--- config.mk ---
export PLATFORM = sky130hd
export DESIGN_NAME = if_prefetch
export DESIGN_NICKNAME = d
export VERILOG_FILES = /design/src/rtl/if_prefetch_pkg.sv /design/src/rtl/if_prefetch_sync_fifo.sv /design/src/rtl/if_prefetch.sv
export SDC_FILE = /design/constraint.sdc
export NUM_CORES = 1
export LEC_CHECK = 0
export CAP_MARGIN = 40
export CELL_PAD_IN_SITES_DETAIL_PLACEMENT = 0
export CELL_PAD_IN_SITES_GLOBAL_PLACEMENT = 1
export CORE_UTILIZATION = 40
export CTS_CLUSTER_DIAMETER = 60
export DETAILED_ROUTE_END_ITERATION = 10
export PLACE_DENSITY_LB_ADDON = 0.3
export SLEW_MARGIN = 25
export SYNTH_ARGS = -nofsm -noshare
export SYNTH_HDL_FRONTEND = slang
export SYNTH_SLANG_ARGS = --single-unit
--- constraint.sdc ---
create_clock -name clk -period 6.8 [get_ports clk]
set_clock_uncertainty 0.1 [all_clocks]
set_input_delay 0.68 -clock clk [delete_from_list [all_inputs] [get_ports clk]]
set_output_delay 0.68 -clock clk [all_outputs]
set_load 0.005 [all_outputs]
--- src/rtl/if_prefetch_pkg.sv ---
// if_prefetch_pkg: shared CPU fetch definitions (FSM encoding, reset PC, NOP)
package if_prefetch_pkg;
  typedef enum logic [1:0] {BOOT, RUN, FLUSH} pf_state_t;
  localparam logic [31:0] RESET_PC_DEF = 32'h0000_0000;
  localparam logic [31:0] NOP = 32'h0000_0000;
endpackage

--- src/rtl/if_prefetch_sync_fifo.sv ---
// sync_fifo: power-of-two synchronous FIFO with async active-low reset and sync clear
module sync_fifo #(
  parameter int WIDTH = 64,
  parameter int DEPTH = 4
) (
  input  logic                     clk,
  input  logic                     rst,
  input  logic                     clr,
  input  logic                     push,
  input  logic [WIDTH-1:0]         din,
  input  logic                     pop,
  output logic [WIDTH-1:0]         dout,
  output logic                     empty,
  output logic [$clog2(DEPTH):0]   count
);
  localparam int AW = $clog2(DEPTH);
  logic [WIDTH-1:0] mem [DEPTH];
  logic [AW-1:0] wptr, rptr;
  logic do_push, do_pop;
  assign empty   = count == '0;
  assign do_pop  = pop & ~empty;
  // a full FIFO still accepts a push when the head leaves in the same cycle
  assign do_push = push & ((count != (AW+1)'(DEPTH)) | do_pop);
  assign dout    = mem[rptr];
  always_ff @(posedge clk)
    if (do_push & ~clr) mem[wptr] <= din;
  always_ff @(posedge clk or negedge rst)
    if (!rst) begin
      wptr  <= '0;
      rptr  <= '0;
      count <= '0;
    end else if (clr) begin
      wptr  <= '0;
      rptr  <= '0;
      count <= '0;
    end else begin
      wptr  <= wptr + AW'(do_push);
      rptr  <= rptr + AW'(do_pop);
      count <= count + (AW+1)'(do_push) - (AW+1)'(do_pop);
    end
endmodule

--- src/rtl/if_prefetch.sv ---
// if_prefetch: instruction prefetch unit with credit-limited fetching and redirect flush
module if_prefetch
  import if_prefetch_pkg::*;
#(
  parameter int          DEPTH    = 4,
  parameter logic [31:0] RESET_PC = RESET_PC_DEF
) (
  input  logic        clk,
  input  logic        rst,
  output logic        imem_req,
  output logic [31:0] imem_addr,
  input  logic        imem_ready,
  input  logic        imem_rvalid,
  input  logic [31:0] imem_rdata,
  input  logic        redirect_valid,
  input  logic [31:0] redirect_pc,
  output logic        out_valid,
  input  logic        out_ready,
  output logic [31:0] out_ir,
  output logic [31:0] out_npc
);
  localparam int CW = $clog2(DEPTH) + 1;
  pf_state_t state;
  logic [31:0] fetch_pc, resp_pc;
  logic [CW-1:0] outstanding, drop_cnt, fifo_count, out_next;
  logic accept, resp_ok, push, pop, empty;
  logic [63:0] head;
  // outstanding requests reserve FIFO space so every response always has a slot
  assign imem_req  = state == RUN && !redirect_valid &&
                     ({1'b0, fifo_count} + {1'b0, outstanding} < (CW+1)'(DEPTH));
  assign imem_addr = fetch_pc;
  assign accept    = imem_req & imem_ready;
  assign resp_ok   = imem_rvalid & (outstanding != '0);
  assign out_next  = outstanding + CW'(accept) - CW'(resp_ok);
  assign push      = resp_ok & (state != FLUSH) & ~redirect_valid;
  assign pop       = out_valid & out_ready & ~redirect_valid;
  assign out_valid = ~empty;
  assign out_ir    = empty ? NOP : head[63:32];
  assign out_npc   = empty ? 32'h0 : head[31:0];
  sync_fifo #(.WIDTH(64), .DEPTH(DEPTH)) u_fifo (
    .clk   (clk),
    .rst   (rst),
    .clr   (redirect_valid),
    .push  (push),
    .din   ({imem_rdata, resp_pc + 32'd4}),
    .pop   (pop),
    .dout  (head),
    .empty (empty),
    .count (fifo_count)
  );
  always_ff @(posedge clk or negedge rst)
    if (!rst) begin
      state       <= BOOT;
      fetch_pc    <= RESET_PC;
      resp_pc     <= RESET_PC;
      outstanding <= '0;
      drop_cnt    <= '0;
    end else begin
      outstanding <= out_next;
      if (redirect_valid) begin
        fetch_pc <= redirect_pc;
        resp_pc  <= redirect_pc;
        drop_cnt <= out_next;
        state    <= out_next != '0 ? FLUSH : RUN;
      end else begin
        if (accept) fetch_pc <= fetch_pc + 32'd4;
        if (push) resp_pc <= resp_pc + 32'd4;
        if (state == BOOT) state <= RUN;
        if (state == FLUSH && resp_ok) begin
          drop_cnt <= drop_cnt - CW'(1);
          if (drop_cnt == CW'(1)) state <= RUN;
        end
      end
    end
endmodule

==> qor.csv <==
stage;metric;value;unit
setup_path;CP cell instances;buf_12, buf_4, mux4_2, and2_1, clkdlybuf4s50_1;
global_route;global-route wire length before repair;49640;um
floorplanning;die width;193.1;um
global_route;initial antenna violation count;0;
global_route;met3 GRT Util;2.878;%
status;status;complete, but fails checks;
setup_path;Setup crit end kind;output port;
route;drt wl/cell;19.51;um
route;routed vias/inst;5.260;
hold_path;Min-Delay Path Class;flip-flop to flip-flop;
timing;fin crit period;3.923;ns
synthesis;Top FF cell, synth;edfxtp_1;
power;Lkg Pwr;6.096;nW
synthesis;synth top area cells;edfxtp_1 53%, dfrtp_1 14%, mux4_2 9.9%;
timing;fmax;0.2549;GHz
floorplanning;core region area;35740;um^2
synthesis;Syn Area/Cell;15.36;um^2
place;pre-CTS setup slack;2.435;ns
place;placed cell area;16810;um^2
clock_network;CTS buffer count;39;
power;VDD IR-drop max;0.2165;mV
setup_path;CP Max Fanout;27;
clock_network;number of setup buffers added after CTS;0;
floorplanning;Ports;168;
place;global placement routability congestion;0.7912;
global_route;GRT Max-Usage Layer;met2;
floorplanning;Initial Utilization;40.88;%
setup_path;register-to-register setup slack;3.15;ns
run;max_cap viols;0;
timing;final worst setup slack;2.877;ns
place;Port-buffer cells;167;
synthesis;post-synthesis cell count;951;
floorplanning;area of the die;37300;um^2
setup_path;CP required;6.02;ns
timing;worst-margin pin slew;0.8045;ns
clock_network;CTS root buf;clkbuf_16;
setup_path;buffer and inverter count on the worst path;3;
setup_path;slowest CP cell;dfrtp_4;
floorplanning;Chip Height;193.1;um
synthesis;library cells used by synthesis;60;
timing;period utilization;57.69;%
synthesis;register bit total from synthesis;335;
route;# DRC;13;
floorplanning;row count;69;
clock_network;Clock Path Buffers;3;
place;Post-DP HPWL;20790;um
timing;Relative slew margins;46.17;%
setup_path;slowest stage delay, CP;0.65;ns
timing;final hold violations;0;
status;failing checks;DRC;
route;Routed Antenna Nets;0;
route;Post-Route WL;31610;um
global_route;pin count of the biggest net entering global routing;67;
finish;fin util;50.55;%
clock_network;Post-CTS Resized;0;
finish;Final #Nets;1214;
finish;fin area;18070;um^2
global_route;overall global routing resource usage;17.37;%
clock_network;htree depth;2;
power;pwr/cell area;333.6;nW/um^2
setup_path;CP startpoint kind;flip-flop;
synthesis;cell taking the most area after synthesis;edfxtp_1;
synthesis;Yosys top cell area share;52.61;%
setup_path;worst setup path class;flip-flop to output port;
setup_path;Arr. time, crit path;3.14;ns
synthesis;most numerous cell in the Yosys netlist;edfxtp_1;
finish;fraction of layout cells with a size suffix above 1;15.01;%
global_route;Global Route met2 Usage;26.40;%
synthesis;Post-synth EDFFs;256;
timing;setup violators final;0;
clock_network;CTS tree;built;
clock_network;Clock transition at path regs;0.05;ns
timing;RSZ-0062 raised after global routing;no;
route;Pre-antenna DRT Iters;8;
global_route;GR Util met1;26.22;%
route;DRT iter0 DRCs;520;
synthesis;Post-synth top cells;256 x edfxtp_1, 79 x dfrtp_1, 67 x and2_1;
finish;Synth-to-Final Area Change;23.64;%
timing;Slew Limit Fails;0;
synthesis;post-synthesis cell area;14610;um^2
global_route;total congestion overflow;0;
clock_network;Worst-Skew Late Latency;0.51;ns
synthesis;synth warn;0;
global_route;vias in the first global route;8631;
clock_network;clock sinks;335;
finish;Ant. Diodes;0;
synthesis;sequential element share of the synthesized area;66.14;%
synthesis;Syn Nets;1035;
synthesis;ys async rst share;23.58;%
route;via count;8521;
setup_path;Crit path max-delay family;buffers and inverters;
timing;Setup Total Neg Slack;0;ns
==> final timing paths <==
path | startpoint | endpoint | depth (start not counted)
worst max-delay path | u_fifo.rptr[0] | out_npc[12] | 5
min in group asynchronous | rst | imem_addr[21] | 2
worst max register to register | u_fifo.count[1] | state[0] | 14
worst min-delay path | imem_addr[0] | imem_addr[0] | 2
worst min register to register | imem_addr[0] | imem_addr[0] | 2
max in group asynchronous | rst | u_fifo.rptr[0] | 4
==> where the power goes <==
part	internal [mW]	switching [mW]
Sequential	2.42	0.148
Combinational	0.848	0.673
Clock	1.15	0.792
Total	4.41	1.61
==> flip-flops by register name (all words and copies together) (netlist names) <==
signal	count
state	2
drop_cnt	3
u_fifo.mem	256
resp_pc	32
imem_addr	32
u_fifo.count	3
outstanding	3
u_fifo.rptr	2
u_fifo.wptr	2
==> stage by stage <==
stage	hold slack, ns	cells	total power [mW]
after floorplan	0.2844	951	3.362
final	0.4347	1620	6.027
after CTS	0.4413	1618	6.116
after global routing	0.4711	1620	6.343
after detailed placement	0.4306	1547	4.158
after global placement	0.4220	1543	4.125
==> cell usage in the layout (no fill, tap or decap), types with 3 or more instances in the layout <==
cell	n
clkinvlp_4	3
clkdlybuf4s50_1	165
o311ai_0	7
a21oi_1	11
and2_1	67
o211ai_1	8
o31ai_1	7
ha_1	12
nor3_1	9
buf_12	4
nand3_1	36
clkinv_2	6
clkbuf_1	11
edfxtp_1	256
nand2_1	62
and4_1	4
nand4_1	23
nor2_1	38
clkinv_1	5
or3_1	4
xor2_1	24
o21ai_0	32
and3_1	14
nor4_1	5
dfrtp_1	77
inv_1	20
mux2_2	13
a31oi_1	10
clkbuf_16	41
mux4_2	64
buf_4	16
or4_1	6
xnor2_1	47
nor2b_1	4
==> worst min-delay path, delay by kind of cell (launching register included) <==
kind            cells  cell delay [ns]
buf+inv             1             0.05
flops               1             0.37
compound gates      1             0.07
==> kinds of logic (layout without fill, tap and decap cells) <==
group	Yosys count	count (layout)	synth area share [%]
AO/OA/AOI/OAI	85	85	3.639
multiplexers	78	78	10.94
flip-flops	335	335	66.14
buffers and inverters	72	280	2.458
AND/OR/NAND/NOR	296	296	11.27
XOR/XNOR	71	71	4.256
adder cells (fa/ha/maj)	14	14	1.302
==> layout make-up <==
| class | count | area (um^2) |
|---|---|---|
| flip-flops and latches | 335 | 9669 |
| multi-input cells | 544 | 4613 |
| repair buffers | 189 | 1922 |
| well taps | 461 | 576.8 |
| inverters | 21 | 78.83 |
| clock buffers | 52 | 1067 |
| fillers | 3077 | 17680 |
| clock inverters | 18 | 138.9 |
==> per-layer routing <==
metal	part of all wire, %	up-vias
li1	-	3990
met1	48	4255
met2	45	242
met3	5.9	34
met4	1.4	0
met5	0	-
==> timing repair <==
action | 4_1_cts | 5_1_grt
hold endpoints to repair | 18 | 0
endpoints found under the setup margin | 0 | 0
hold buffers | 1 | 0
Power figures use the tool's default switching activity.
